==> config.mk <==
export PLATFORM = sky130hd
export DESIGN_NAME = fu_completion_scheduler_flat
export DESIGN_NICKNAME = d
export VERILOG_FILES = /design/src/rtl/fu_completion_scheduler_pkg.sv /design/src/rtl/fu_completion_scheduler_if.sv /design/src/rtl/fu_completion_scheduler_fu_lat_tracker.sv /design/src/rtl/fu_completion_scheduler.sv /design/src/flat_wrapper.sv
export SDC_FILE = /design/constraint.sdc
export NUM_CORES = 1
export LEC_CHECK = 0
export CAP_MARGIN = 0
export CORE_MARGIN = 2
export CORE_UTILIZATION = 31
export DETAILED_ROUTE_END_ITERATION = 16
export PLACE_DENSITY = 0.57
export SLEW_MARGIN = 5
export SYNTH_ARGS = -nofsm -noshare
export SYNTH_HDL_FRONTEND = slang
export SYNTH_HIERARCHICAL = 1
export SYNTH_SLANG_ARGS = --single-unit
==> constraint.sdc <==
create_clock -name clk -period 3.3 [get_ports clk]
set_clock_uncertainty 0.1 [all_clocks]
set_input_delay 0.66 -clock clk [delete_from_list [all_inputs] [get_ports clk]]
set_output_delay 0.66 -clock clk [all_outputs]
set_load 0.01 [all_outputs]
==> src/rtl/fu_completion_scheduler_pkg.sv <==
// Shared types and constants for the FU completion scheduler: FU state encoding,
// bus widths and the completion record broadcast on the wakeup ports.
package fu_completion_scheduler_pkg;

  localparam int NUM_FU  = 3;
  localparam int NUM_CDB = 2;
  localparam int TAG_W   = 6;
  localparam int DATA_W  = 32;

  typedef enum logic [1:0] {
    FU_IDLE = 2'd0,
    FU_BUSY = 2'd1,
    FU_DONE = 2'd2
  } fu_state_e;

  typedef struct packed {
    logic [TAG_W-1:0]  tag;
    logic [TAG_W-1:0]  rob;
    logic [DATA_W-1:0] val;
  } comp_rec_t;

  // Folds a round-robin scan position (rr_ptr + offset, at most 4) back into 0..2.
  function automatic logic [1:0] rr_wrap(input logic [2:0] pos);
    logic [2:0] tmp;
    tmp = (pos >= 3'd3) ? (pos - 3'd3) : pos;
    return tmp[1:0];
  endfunction

  function automatic logic [1:0] rr_next(input logic [1:0] idx);
    return (idx == 2'd2) ? 2'd0 : (idx + 2'd1);
  endfunction

endpackage

==> src/rtl/fu_completion_scheduler_if.sv <==
// Reservation-station side bundle: issue requests, FU datapath results, ready
// flags and the two wakeup broadcast ports.
interface fu_completion_scheduler_if;
  import fu_completion_scheduler_pkg::*;

  logic              issue_FU1_valid;
  logic              issue_FU2_valid;
  logic              issue_FU3_valid;
  logic              issue_0_is_LS;
  logic              issue_1_is_LS;
  logic              issue_2_is_LS;
  logic [TAG_W-1:0]  issue_0_rd_tag;
  logic [TAG_W-1:0]  issue_1_rd_tag;
  logic [TAG_W-1:0]  issue_2_rd_tag;
  logic [TAG_W-1:0]  issue_0_rob_num;
  logic [TAG_W-1:0]  issue_1_rob_num;
  logic [TAG_W-1:0]  issue_2_rob_num;
  logic [DATA_W-1:0] fu0_result;
  logic [DATA_W-1:0] fu1_result;
  logic [DATA_W-1:0] fu2_result;

  logic              FU1_ready;
  logic              FU2_ready;
  logic              FU3_ready;
  logic              wakeup_1_valid;
  logic              wakeup_2_valid;
  logic [TAG_W-1:0]  wakeup_1_tag;
  logic [TAG_W-1:0]  wakeup_2_tag;
  logic [DATA_W-1:0] wakeup_1_val;
  logic [DATA_W-1:0] wakeup_2_val;
  logic [TAG_W-1:0]  wakeup_1_rob;
  logic [TAG_W-1:0]  wakeup_2_rob;
  logic              protocol_err;

  modport master (
    output issue_FU1_valid, issue_FU2_valid, issue_FU3_valid,
    output issue_0_is_LS, issue_1_is_LS, issue_2_is_LS,
    output issue_0_rd_tag, issue_1_rd_tag, issue_2_rd_tag,
    output issue_0_rob_num, issue_1_rob_num, issue_2_rob_num,
    output fu0_result, fu1_result, fu2_result,
    input  FU1_ready, FU2_ready, FU3_ready,
    input  wakeup_1_valid, wakeup_2_valid,
    input  wakeup_1_tag, wakeup_2_tag,
    input  wakeup_1_val, wakeup_2_val,
    input  wakeup_1_rob, wakeup_2_rob,
    input  protocol_err
  );

  modport slave (
    input  issue_FU1_valid, issue_FU2_valid, issue_FU3_valid,
    input  issue_0_is_LS, issue_1_is_LS, issue_2_is_LS,
    input  issue_0_rd_tag, issue_1_rd_tag, issue_2_rd_tag,
    input  issue_0_rob_num, issue_1_rob_num, issue_2_rob_num,
    input  fu0_result, fu1_result, fu2_result,
    output FU1_ready, FU2_ready, FU3_ready,
    output wakeup_1_valid, wakeup_2_valid,
    output wakeup_1_tag, wakeup_2_tag,
    output wakeup_1_val, wakeup_2_val,
    output wakeup_1_rob, wakeup_2_rob,
    output protocol_err
  );

endinterface

==> src/rtl/fu_completion_scheduler_fu_lat_tracker.sv <==
// One functional unit's occupancy tracker: IDLE/BUSY/DONE state machine, latency
// countdown and the holding register for its completed result.
module fu_lat_tracker
  import fu_completion_scheduler_pkg::*;
#(
  parameter int ALU_LAT = 1,
  parameter int LS_LAT  = 3
) (
  input  logic              clk,
  input  logic              reset,
  input  logic              issue_valid,
  input  logic              issue_is_ls,
  input  logic [TAG_W-1:0]  issue_tag,
  input  logic [TAG_W-1:0]  issue_rob,
  input  logic [DATA_W-1:0] fu_result,
  input  logic              grant,
  output logic              ready,
  output logic              req,
  output logic              issue_err,
  output comp_rec_t         rec
);

  localparam int MAX_LAT = (LS_LAT > ALU_LAT) ? LS_LAT : ALU_LAT;
  localparam int CNT_W   = $clog2(MAX_LAT) + 1;
  localparam logic [CNT_W-1:0] ALU_INIT = CNT_W'(ALU_LAT - 1);
  localparam logic [CNT_W-1:0] LS_INIT  = CNT_W'(LS_LAT - 1);

  fu_state_e        state_q;
  fu_state_e        state_d;
  logic [CNT_W-1:0] cnt_q;
  comp_rec_t        rec_q;

  always_ff @(posedge clk) begin
    if (reset) state_q <= FU_IDLE;
    else       state_q <= state_d;
  end

  always_comb begin
    state_d = state_q;
    case (state_q)
      FU_IDLE: if (issue_valid)     state_d = FU_BUSY;
      FU_BUSY: if (cnt_q == '0)     state_d = FU_DONE;
      FU_DONE: if (grant)           state_d = FU_IDLE;
      default:                      state_d = FU_IDLE;
    endcase
  end

  // cnt_q counts the edges still to go before the capture edge, so the result
  // is sampled exactly LAT edges after the issue edge.
  always_ff @(posedge clk) begin
    if (reset) begin
      cnt_q <= '0;
      rec_q <= '0;
    end else begin
      case (state_q)
        FU_IDLE: begin
          if (issue_valid) begin
            cnt_q     <= issue_is_ls ? LS_INIT : ALU_INIT;
            rec_q.tag <= issue_tag;
            rec_q.rob <= issue_rob;
          end
        end
        FU_BUSY: begin
          if (cnt_q == '0) rec_q.val <= fu_result;
          else             cnt_q     <= cnt_q - CNT_W'(1);
        end
        default: ;
      endcase
    end
  end

  always_comb begin
    ready     = (state_q == FU_IDLE);
    req       = (state_q == FU_DONE);
    issue_err = issue_valid && (state_q != FU_IDLE);
    rec       = rec_q;
  end

endmodule

==> src/rtl/fu_completion_scheduler.sv <==
// Tracks three functional units and broadcasts their completed results on two
// wakeup ports using a rotating-priority arbiter.
module fu_completion_scheduler
  import fu_completion_scheduler_pkg::*;
#(
  parameter int ALU_LAT = 1,
  parameter int LS_LAT  = 3
) (
  input  logic                      clk,
  input  logic                      reset,
  fu_completion_scheduler_if.slave  bus
);

  logic [NUM_FU-1:0]  issue_valid;
  logic [NUM_FU-1:0]  issue_is_ls;
  logic [TAG_W-1:0]   issue_tag    [NUM_FU];
  logic [TAG_W-1:0]   issue_rob    [NUM_FU];
  logic [DATA_W-1:0]  fu_result    [NUM_FU];
  logic [NUM_FU-1:0]  ready;
  logic [NUM_FU-1:0]  req;
  logic [NUM_FU-1:0]  grant;
  logic [NUM_FU-1:0]  issue_err;
  comp_rec_t          rec          [NUM_FU];

  logic [1:0]         rr_q;
  logic [1:0]         rr_d;
  logic [NUM_CDB-1:0] port_valid;
  comp_rec_t          port_rec     [NUM_CDB];

  logic               wk1_valid_q;
  logic               wk2_valid_q;
  comp_rec_t          wk1_rec_q;
  comp_rec_t          wk2_rec_q;
  logic               proto_err_q;

  assign issue_valid  = {bus.issue_FU3_valid, bus.issue_FU2_valid, bus.issue_FU1_valid};
  assign issue_is_ls  = {bus.issue_2_is_LS, bus.issue_1_is_LS, bus.issue_0_is_LS};
  assign issue_tag[0] = bus.issue_0_rd_tag;
  assign issue_tag[1] = bus.issue_1_rd_tag;
  assign issue_tag[2] = bus.issue_2_rd_tag;
  assign issue_rob[0] = bus.issue_0_rob_num;
  assign issue_rob[1] = bus.issue_1_rob_num;
  assign issue_rob[2] = bus.issue_2_rob_num;
  assign fu_result[0] = bus.fu0_result;
  assign fu_result[1] = bus.fu1_result;
  assign fu_result[2] = bus.fu2_result;

  for (genvar g = 0; g < NUM_FU; g++) begin : g_fu
    fu_lat_tracker #(
      .ALU_LAT (ALU_LAT),
      .LS_LAT  (LS_LAT)
    ) u_trk (
      .clk         (clk),
      .reset       (reset),
      .issue_valid (issue_valid[g]),
      .issue_is_ls (issue_is_ls[g]),
      .issue_tag   (issue_tag[g]),
      .issue_rob   (issue_rob[g]),
      .fu_result   (fu_result[g]),
      .grant       (grant[g]),
      .ready       (ready[g]),
      .req         (req[g]),
      .issue_err   (issue_err[g]),
      .rec         (rec[g])
    );
  end

  // Scan DONE units starting at rr_q; the first two found take ports 1 and 2,
  // and the pointer moves just past the last unit served.
  always_comb begin
    logic [1:0] idx;
    grant       = '0;
    port_valid  = '0;
    port_rec[0] = '0;
    port_rec[1] = '0;
    rr_d        = rr_q;
    idx         = '0;
    for (int k = 0; k < NUM_FU; k++) begin
      idx = rr_wrap({1'b0, rr_q} + 3'(k));
      if (req[idx]) begin
        if (!port_valid[0]) begin
          port_valid[0] = 1'b1;
          port_rec[0]   = rec[idx];
          grant[idx]    = 1'b1;
          rr_d          = rr_next(idx);
        end else if (!port_valid[1]) begin
          port_valid[1] = 1'b1;
          port_rec[1]   = rec[idx];
          grant[idx]    = 1'b1;
          rr_d          = rr_next(idx);
        end
      end
    end
  end

  always_ff @(posedge clk) begin
    if (reset) rr_q <= '0;
    else       rr_q <= rr_d;
  end

  // Idle ports drop valid but keep their last payload.
  always_ff @(posedge clk) begin
    if (reset) begin
      wk1_valid_q <= 1'b0;
      wk2_valid_q <= 1'b0;
      wk1_rec_q   <= '0;
      wk2_rec_q   <= '0;
    end else begin
      wk1_valid_q <= port_valid[0];
      wk2_valid_q <= port_valid[1];
      if (port_valid[0]) wk1_rec_q <= port_rec[0];
      if (port_valid[1]) wk2_rec_q <= port_rec[1];
    end
  end

  always_ff @(posedge clk) begin
    if (reset)           proto_err_q <= 1'b0;
    else if (|issue_err) proto_err_q <= 1'b1;
  end

  assign bus.FU1_ready      = ready[0];
  assign bus.FU2_ready      = ready[1];
  assign bus.FU3_ready      = ready[2];
  assign bus.wakeup_1_valid = wk1_valid_q;
  assign bus.wakeup_2_valid = wk2_valid_q;
  assign bus.wakeup_1_tag   = wk1_rec_q.tag;
  assign bus.wakeup_2_tag   = wk2_rec_q.tag;
  assign bus.wakeup_1_val   = wk1_rec_q.val;
  assign bus.wakeup_2_val   = wk2_rec_q.val;
  assign bus.wakeup_1_rob   = wk1_rec_q.rob;
  assign bus.wakeup_2_rob   = wk2_rec_q.rob;
  assign bus.protocol_err   = proto_err_q;

endmodule

==> src/flat_wrapper.sv <==
// flat-port wrapper written by rule: the top's interface ports become plain ports
module fu_completion_scheduler_flat import fu_completion_scheduler_pkg::*;
#(
  parameter int ALU_LAT = 1,
  parameter int LS_LAT  = 3
)
  (clk, reset, bus_issue_FU1_valid, bus_issue_FU2_valid, bus_issue_FU3_valid, bus_issue_0_is_LS, bus_issue_1_is_LS, bus_issue_2_is_LS, bus_issue_0_rd_tag, bus_issue_1_rd_tag, bus_issue_2_rd_tag, bus_issue_0_rob_num, bus_issue_1_rob_num, bus_issue_2_rob_num, bus_fu0_result, bus_fu1_result, bus_fu2_result, bus_FU1_ready, bus_FU2_ready, bus_FU3_ready, bus_wakeup_1_valid, bus_wakeup_2_valid, bus_wakeup_1_tag, bus_wakeup_2_tag, bus_wakeup_1_val, bus_wakeup_2_val, bus_wakeup_1_rob, bus_wakeup_2_rob, bus_protocol_err);
  fu_completion_scheduler_if bus_i ();
  input  logic clk;
  input  logic reset;
  input wire logic [$bits(bus_i.issue_FU1_valid)-1:0] bus_issue_FU1_valid;
  input wire logic [$bits(bus_i.issue_FU2_valid)-1:0] bus_issue_FU2_valid;
  input wire logic [$bits(bus_i.issue_FU3_valid)-1:0] bus_issue_FU3_valid;
  input wire logic [$bits(bus_i.issue_0_is_LS)-1:0] bus_issue_0_is_LS;
  input wire logic [$bits(bus_i.issue_1_is_LS)-1:0] bus_issue_1_is_LS;
  input wire logic [$bits(bus_i.issue_2_is_LS)-1:0] bus_issue_2_is_LS;
  input wire logic [$bits(bus_i.issue_0_rd_tag)-1:0] bus_issue_0_rd_tag;
  input wire logic [$bits(bus_i.issue_1_rd_tag)-1:0] bus_issue_1_rd_tag;
  input wire logic [$bits(bus_i.issue_2_rd_tag)-1:0] bus_issue_2_rd_tag;
  input wire logic [$bits(bus_i.issue_0_rob_num)-1:0] bus_issue_0_rob_num;
  input wire logic [$bits(bus_i.issue_1_rob_num)-1:0] bus_issue_1_rob_num;
  input wire logic [$bits(bus_i.issue_2_rob_num)-1:0] bus_issue_2_rob_num;
  input wire logic [$bits(bus_i.fu0_result)-1:0] bus_fu0_result;
  input wire logic [$bits(bus_i.fu1_result)-1:0] bus_fu1_result;
  input wire logic [$bits(bus_i.fu2_result)-1:0] bus_fu2_result;
  output wire logic [$bits(bus_i.FU1_ready)-1:0] bus_FU1_ready;
  output wire logic [$bits(bus_i.FU2_ready)-1:0] bus_FU2_ready;
  output wire logic [$bits(bus_i.FU3_ready)-1:0] bus_FU3_ready;
  output wire logic [$bits(bus_i.wakeup_1_valid)-1:0] bus_wakeup_1_valid;
  output wire logic [$bits(bus_i.wakeup_2_valid)-1:0] bus_wakeup_2_valid;
  output wire logic [$bits(bus_i.wakeup_1_tag)-1:0] bus_wakeup_1_tag;
  output wire logic [$bits(bus_i.wakeup_2_tag)-1:0] bus_wakeup_2_tag;
  output wire logic [$bits(bus_i.wakeup_1_val)-1:0] bus_wakeup_1_val;
  output wire logic [$bits(bus_i.wakeup_2_val)-1:0] bus_wakeup_2_val;
  output wire logic [$bits(bus_i.wakeup_1_rob)-1:0] bus_wakeup_1_rob;
  output wire logic [$bits(bus_i.wakeup_2_rob)-1:0] bus_wakeup_2_rob;
  output wire logic [$bits(bus_i.protocol_err)-1:0] bus_protocol_err;
  assign bus_i.issue_FU1_valid = bus_issue_FU1_valid;
  assign bus_i.issue_FU2_valid = bus_issue_FU2_valid;
  assign bus_i.issue_FU3_valid = bus_issue_FU3_valid;
  assign bus_i.issue_0_is_LS = bus_issue_0_is_LS;
  assign bus_i.issue_1_is_LS = bus_issue_1_is_LS;
  assign bus_i.issue_2_is_LS = bus_issue_2_is_LS;
  assign bus_i.issue_0_rd_tag = bus_issue_0_rd_tag;
  assign bus_i.issue_1_rd_tag = bus_issue_1_rd_tag;
  assign bus_i.issue_2_rd_tag = bus_issue_2_rd_tag;
  assign bus_i.issue_0_rob_num = bus_issue_0_rob_num;
  assign bus_i.issue_1_rob_num = bus_issue_1_rob_num;
  assign bus_i.issue_2_rob_num = bus_issue_2_rob_num;
  assign bus_i.fu0_result = bus_fu0_result;
  assign bus_i.fu1_result = bus_fu1_result;
  assign bus_i.fu2_result = bus_fu2_result;
  assign bus_FU1_ready = bus_i.FU1_ready;
  assign bus_FU2_ready = bus_i.FU2_ready;
  assign bus_FU3_ready = bus_i.FU3_ready;
  assign bus_wakeup_1_valid = bus_i.wakeup_1_valid;
  assign bus_wakeup_2_valid = bus_i.wakeup_2_valid;
  assign bus_wakeup_1_tag = bus_i.wakeup_1_tag;
  assign bus_wakeup_2_tag = bus_i.wakeup_2_tag;
  assign bus_wakeup_1_val = bus_i.wakeup_1_val;
  assign bus_wakeup_2_val = bus_i.wakeup_2_val;
  assign bus_wakeup_1_rob = bus_i.wakeup_1_rob;
  assign bus_wakeup_2_rob = bus_i.wakeup_2_rob;
  assign bus_protocol_err = bus_i.protocol_err;
  fu_completion_scheduler #(.ALU_LAT(ALU_LAT), .LS_LAT(LS_LAT)) u_core (.clk(clk), .reset(reset), .bus(bus_i));
endmodule
==> impl_metrics.toml <==
[clock_tree]
clockRootBuffer = "clkbuf_16"
cts_buffers = 29
htreeDepth = 1
clock_latency_ns = 0.56
cts.sinks = 240
clk_pin_slew_ns = 0.06
cts_hold_buf = 0
cts_tree = "yes"
cts_buffer_depth = 3

[sta]
tightest_slew_ns = 1.06
finalHoldViolCount = 0
max_slew_margin = 0.296
fin_crit_sh = 0.907
final-max-slew-violation-count = 0
setup_slack_ns = 0.308
rsz0062_at_grt = "false"
fin_crit_ns = 2.99
fmax_ghz = 0.334
setup_violations = 0
tns_ns = 0

[power]
p_leak_nw = 5.54
powerDensity_nw_per_um2 = 767
ir_drop_mv = 0.425

[worst_setup_path]
cp-end-kind = "register"
path_class = "reg2reg"
rr_startpoint = "u_core/rr_q[0]"
cp-start-kind = "register"
reg2reg_setup_slack_ns = 0.31
reg2reg_depth = 7
cp.required_ns = 3.66
r2r-end = "u_core/bus.wakeup_2_val[27]"
cp.arrival_ns = 3.35
worstPathMaxFanout = 36

[flow_run]
drv_cap = 0

[worst_hold_path]
hold_end = "u_core/g_fu[1].u_trk/cnt_q[1]"
hold_path.class = "reg2reg"
min-delay-start = "u_core/g_fu[1].u_trk/cnt_q[1]"
whs_path_depth = 2

[die]
dieHeight_um = 209
design.die.area_um2 = 43600
rows = 75
core_area_um2 = 41700
start_util = 0.312
die_w_um = 209
boundaryPins = 234

[grt]
grt_pass1_vias = 12500
grt_usage = 0.216
grt_pass1_wl_mm = 74.4
grt_start_max_net_pins = 121
grt_antenna_before_repair = 0
grt-ovfl-total = 0

[detailed_routing]
drtIter0Drc = 1129
via_per_inst = 5.51
drc_errors = 0
ant_nets = 0
totalWireLength_mm = 48.6
drt_pass1_iterations = 5
wire_per_inst_um = 20.8
vias = 12900

[yosys]
yosysSeqAreaShare = 0.369
synth_cells = 1637
synthMuxAreaShare = 0.0794
synth_top_flop_cell = "dfxtp_1"
avgSynthCellArea_um2 = 7.95
yosys-top-cells-count = "nand2_1 (292), dfxtp_1 (240), a21oi_1 (225), nor2_1 (104), o21ai_0 (74)"
synth_xor_area_frac = 0.00211
synth_area_um2 = 13000
synthArstFlopShare = 0
syn_nets = 1787
yosysWarnings = 6
synth_most_common_cell = "nand2_1"
synth_top_cell_by_area = "dfxtp_1"
yosys.area.top_type_share = 0.369
synth_fa_ha_area_frac = 0.00961
synth_top_family_by_area = "compound AO/OA/AOI/OAI gates"
ys_ff_latch = 240
ys_types = 66
synth_compound_area_frac = 0.278
synth_top_cells_by_area = "dfxtp_1 (37%), a21oi_1 (8.7%), nand2_1 (8.4%)"
synthSimpleGateAreaFrac = 0.189
synth_edf_count = 0

[placed_design]
io_buffers = 233
dpl_worst_slack_ns = 0.219
dp_hpwl_mm = 32.9
gp_congestion = 0.811

[cells_and_area]
drive_gt1_frac = 0.107
n_antenna_cell = 0
fin_nets = 1935
area_growth_pct = 27.0

[status]
status = "finished, final reports clean"
==> sequential cells by signal, indices dropped and copies added, names as in the netlist <==
| name | cells |
|---|---|
| u_core/bus.protocol_err | 1 |
| u_core/bus.wakeup_1_rob | 6 |
| u_core/bus.wakeup_1_tag | 6 |
| u_core/bus.wakeup_1_val | 32 |
| u_core/bus.wakeup_1_valid | 1 |
| u_core/bus.wakeup_2_rob | 6 |
| u_core/bus.wakeup_2_tag | 6 |
| u_core/bus.wakeup_2_val | 32 |
| u_core/bus.wakeup_2_valid | 1 |
| u_core/g_fu.u_trk/cnt_q | 9 |
| u_core/g_fu.u_trk/rec | 132 |
| u_core/g_fu.u_trk/state_q | 6 |
| u_core/rr_q | 2 |
==> how the worst max path moves through the flow <==
| stage | start | to |
|---|---|---|
| final | u_core/rr_q[0] | u_core/bus.wakeup_2_val[27] |
| after global routing | u_core/rr_q[0] | u_core/bus.wakeup_2_val[27] |
| after CTS | u_core/rr_q[0] | u_core/bus.wakeup_2_val[10] |
| after detailed placement | u_core/rr_q[0] | u_core/bus.wakeup_2_val[10] |
| after global placement | u_core/rr_q[0] | u_core/bus.wakeup_2_val[15] |
| after floorplan | u_core/g_fu[2].u_trk/state_q[1] | u_core/g_fu[2].u_trk/state_q[1] |
==> cell families (layout without fill, tap and decap cells) <==
| group | count (synthesis) | count (layout) |
|---|---|---|
| xor gates and xnor gates | 1 | 1 |
| and+or+nand+nor | 554 | 554 |
| DFF | 240 | 240 |
| muxes | 97 | 97 |
| adders and majority gates | 10 | 10 |
| AOI/OAI and AO/OA | 564 | 564 |
| buffers and inverters | 171 | 339 |
==> routing by layer <==
layer  vias to the layer above  GRT usage  wire length [µm]
met5                         -          0                 0
met4                         0     0.0670              1340
met3                        78     0.0314              3150
met2                       491      0.347             22200
met1                      6164      0.299             22000
li1                       6179          -                 -
==> worst max-delay path, cell delays in order (launching register included) <==
cell       delay, ns
dfxtp_1         0.36
inv_1           0.14
ha_4            0.47
mux2i_1         0.23
o21a_1          0.24
o21ai_2         0.81
a21oi_1         0.21
a2111oi_2       0.32
==> cell usage in the layout, fill, tap and decap left out, drive strengths merged, types with 4 or more instances in the layout <==
| cell type | n |
|---|---|
| o221ai | 22 |
| clkbuf | 39 |
| o22ai | 67 |
| nand4 | 4 |
| a31oi | 6 |
| nand2b | 8 |
| nand3 | 28 |
| a211oi | 16 |
| and3 | 21 |
| o21bai | 5 |
| inv | 16 |
| o211ai | 23 |
| clkinv | 9 |
| nor3 | 29 |
| a2111oi | 10 |
| ha | 10 |
| nor2 | 104 |
| o22a | 5 |
| nand2 | 294 |
| o21ai | 85 |
| nor2b | 45 |
| mux2 | 37 |
| nor4 | 4 |
| clkdlybuf4s50 | 232 |
| a21oi | 248 |
| a221oi | 6 |
| buf | 39 |
| mux2i | 60 |
| dfxtp | 240 |
| a22oi | 58 |
==> cell type report <==
| type | instances | area (µm²) |
|---|---|---|
| well taps | 539 | 674 |
| clock inverters | 13 | 120 |
| repair buffers | 272 | 2680 |
| flip-flops and latches | 240 | 4800 |
| multi-input cells | 1226 | 7380 |
| inverters | 16 | 60.1 |
| fillers | 4262 | 25100 |
| clock buffers | 38 | 810 |
==> through the flow <==
stage                     total power, W  cell area [µm²]   util  std cells  hold WS (ns)
after floorplan                  0.00735            13000      -       1637         0.332
after global placement           0.00942            15600  0.374       2293         0.340
after detailed placement         0.00951            15600  0.374       2293         0.345
after CTS                         0.0127            16500  0.397       2344         0.353
after global routing              0.0133            16500  0.397       2344         0.376
final                             0.0127            16500  0.397       2344         0.352
==> power breakdown <==
group | total [W] | switching, W | internal [W] | leakage, nW
clock network | 0.00317 | 0.00130 | 0.00187 | 0.462
logic | 0.00559 | 0.00348 | 0.00211 | 3.12
registers | 0.00391 | 0.000503 | 0.00341 | 1.96
==> repair_timing <==
item | CTS | global route
buffers inserted | 0 | 0
gates resized for setup | 0 | 1
endpoints found under the setup margin | 0 | 1
Power figures use the tool's default switching activity.
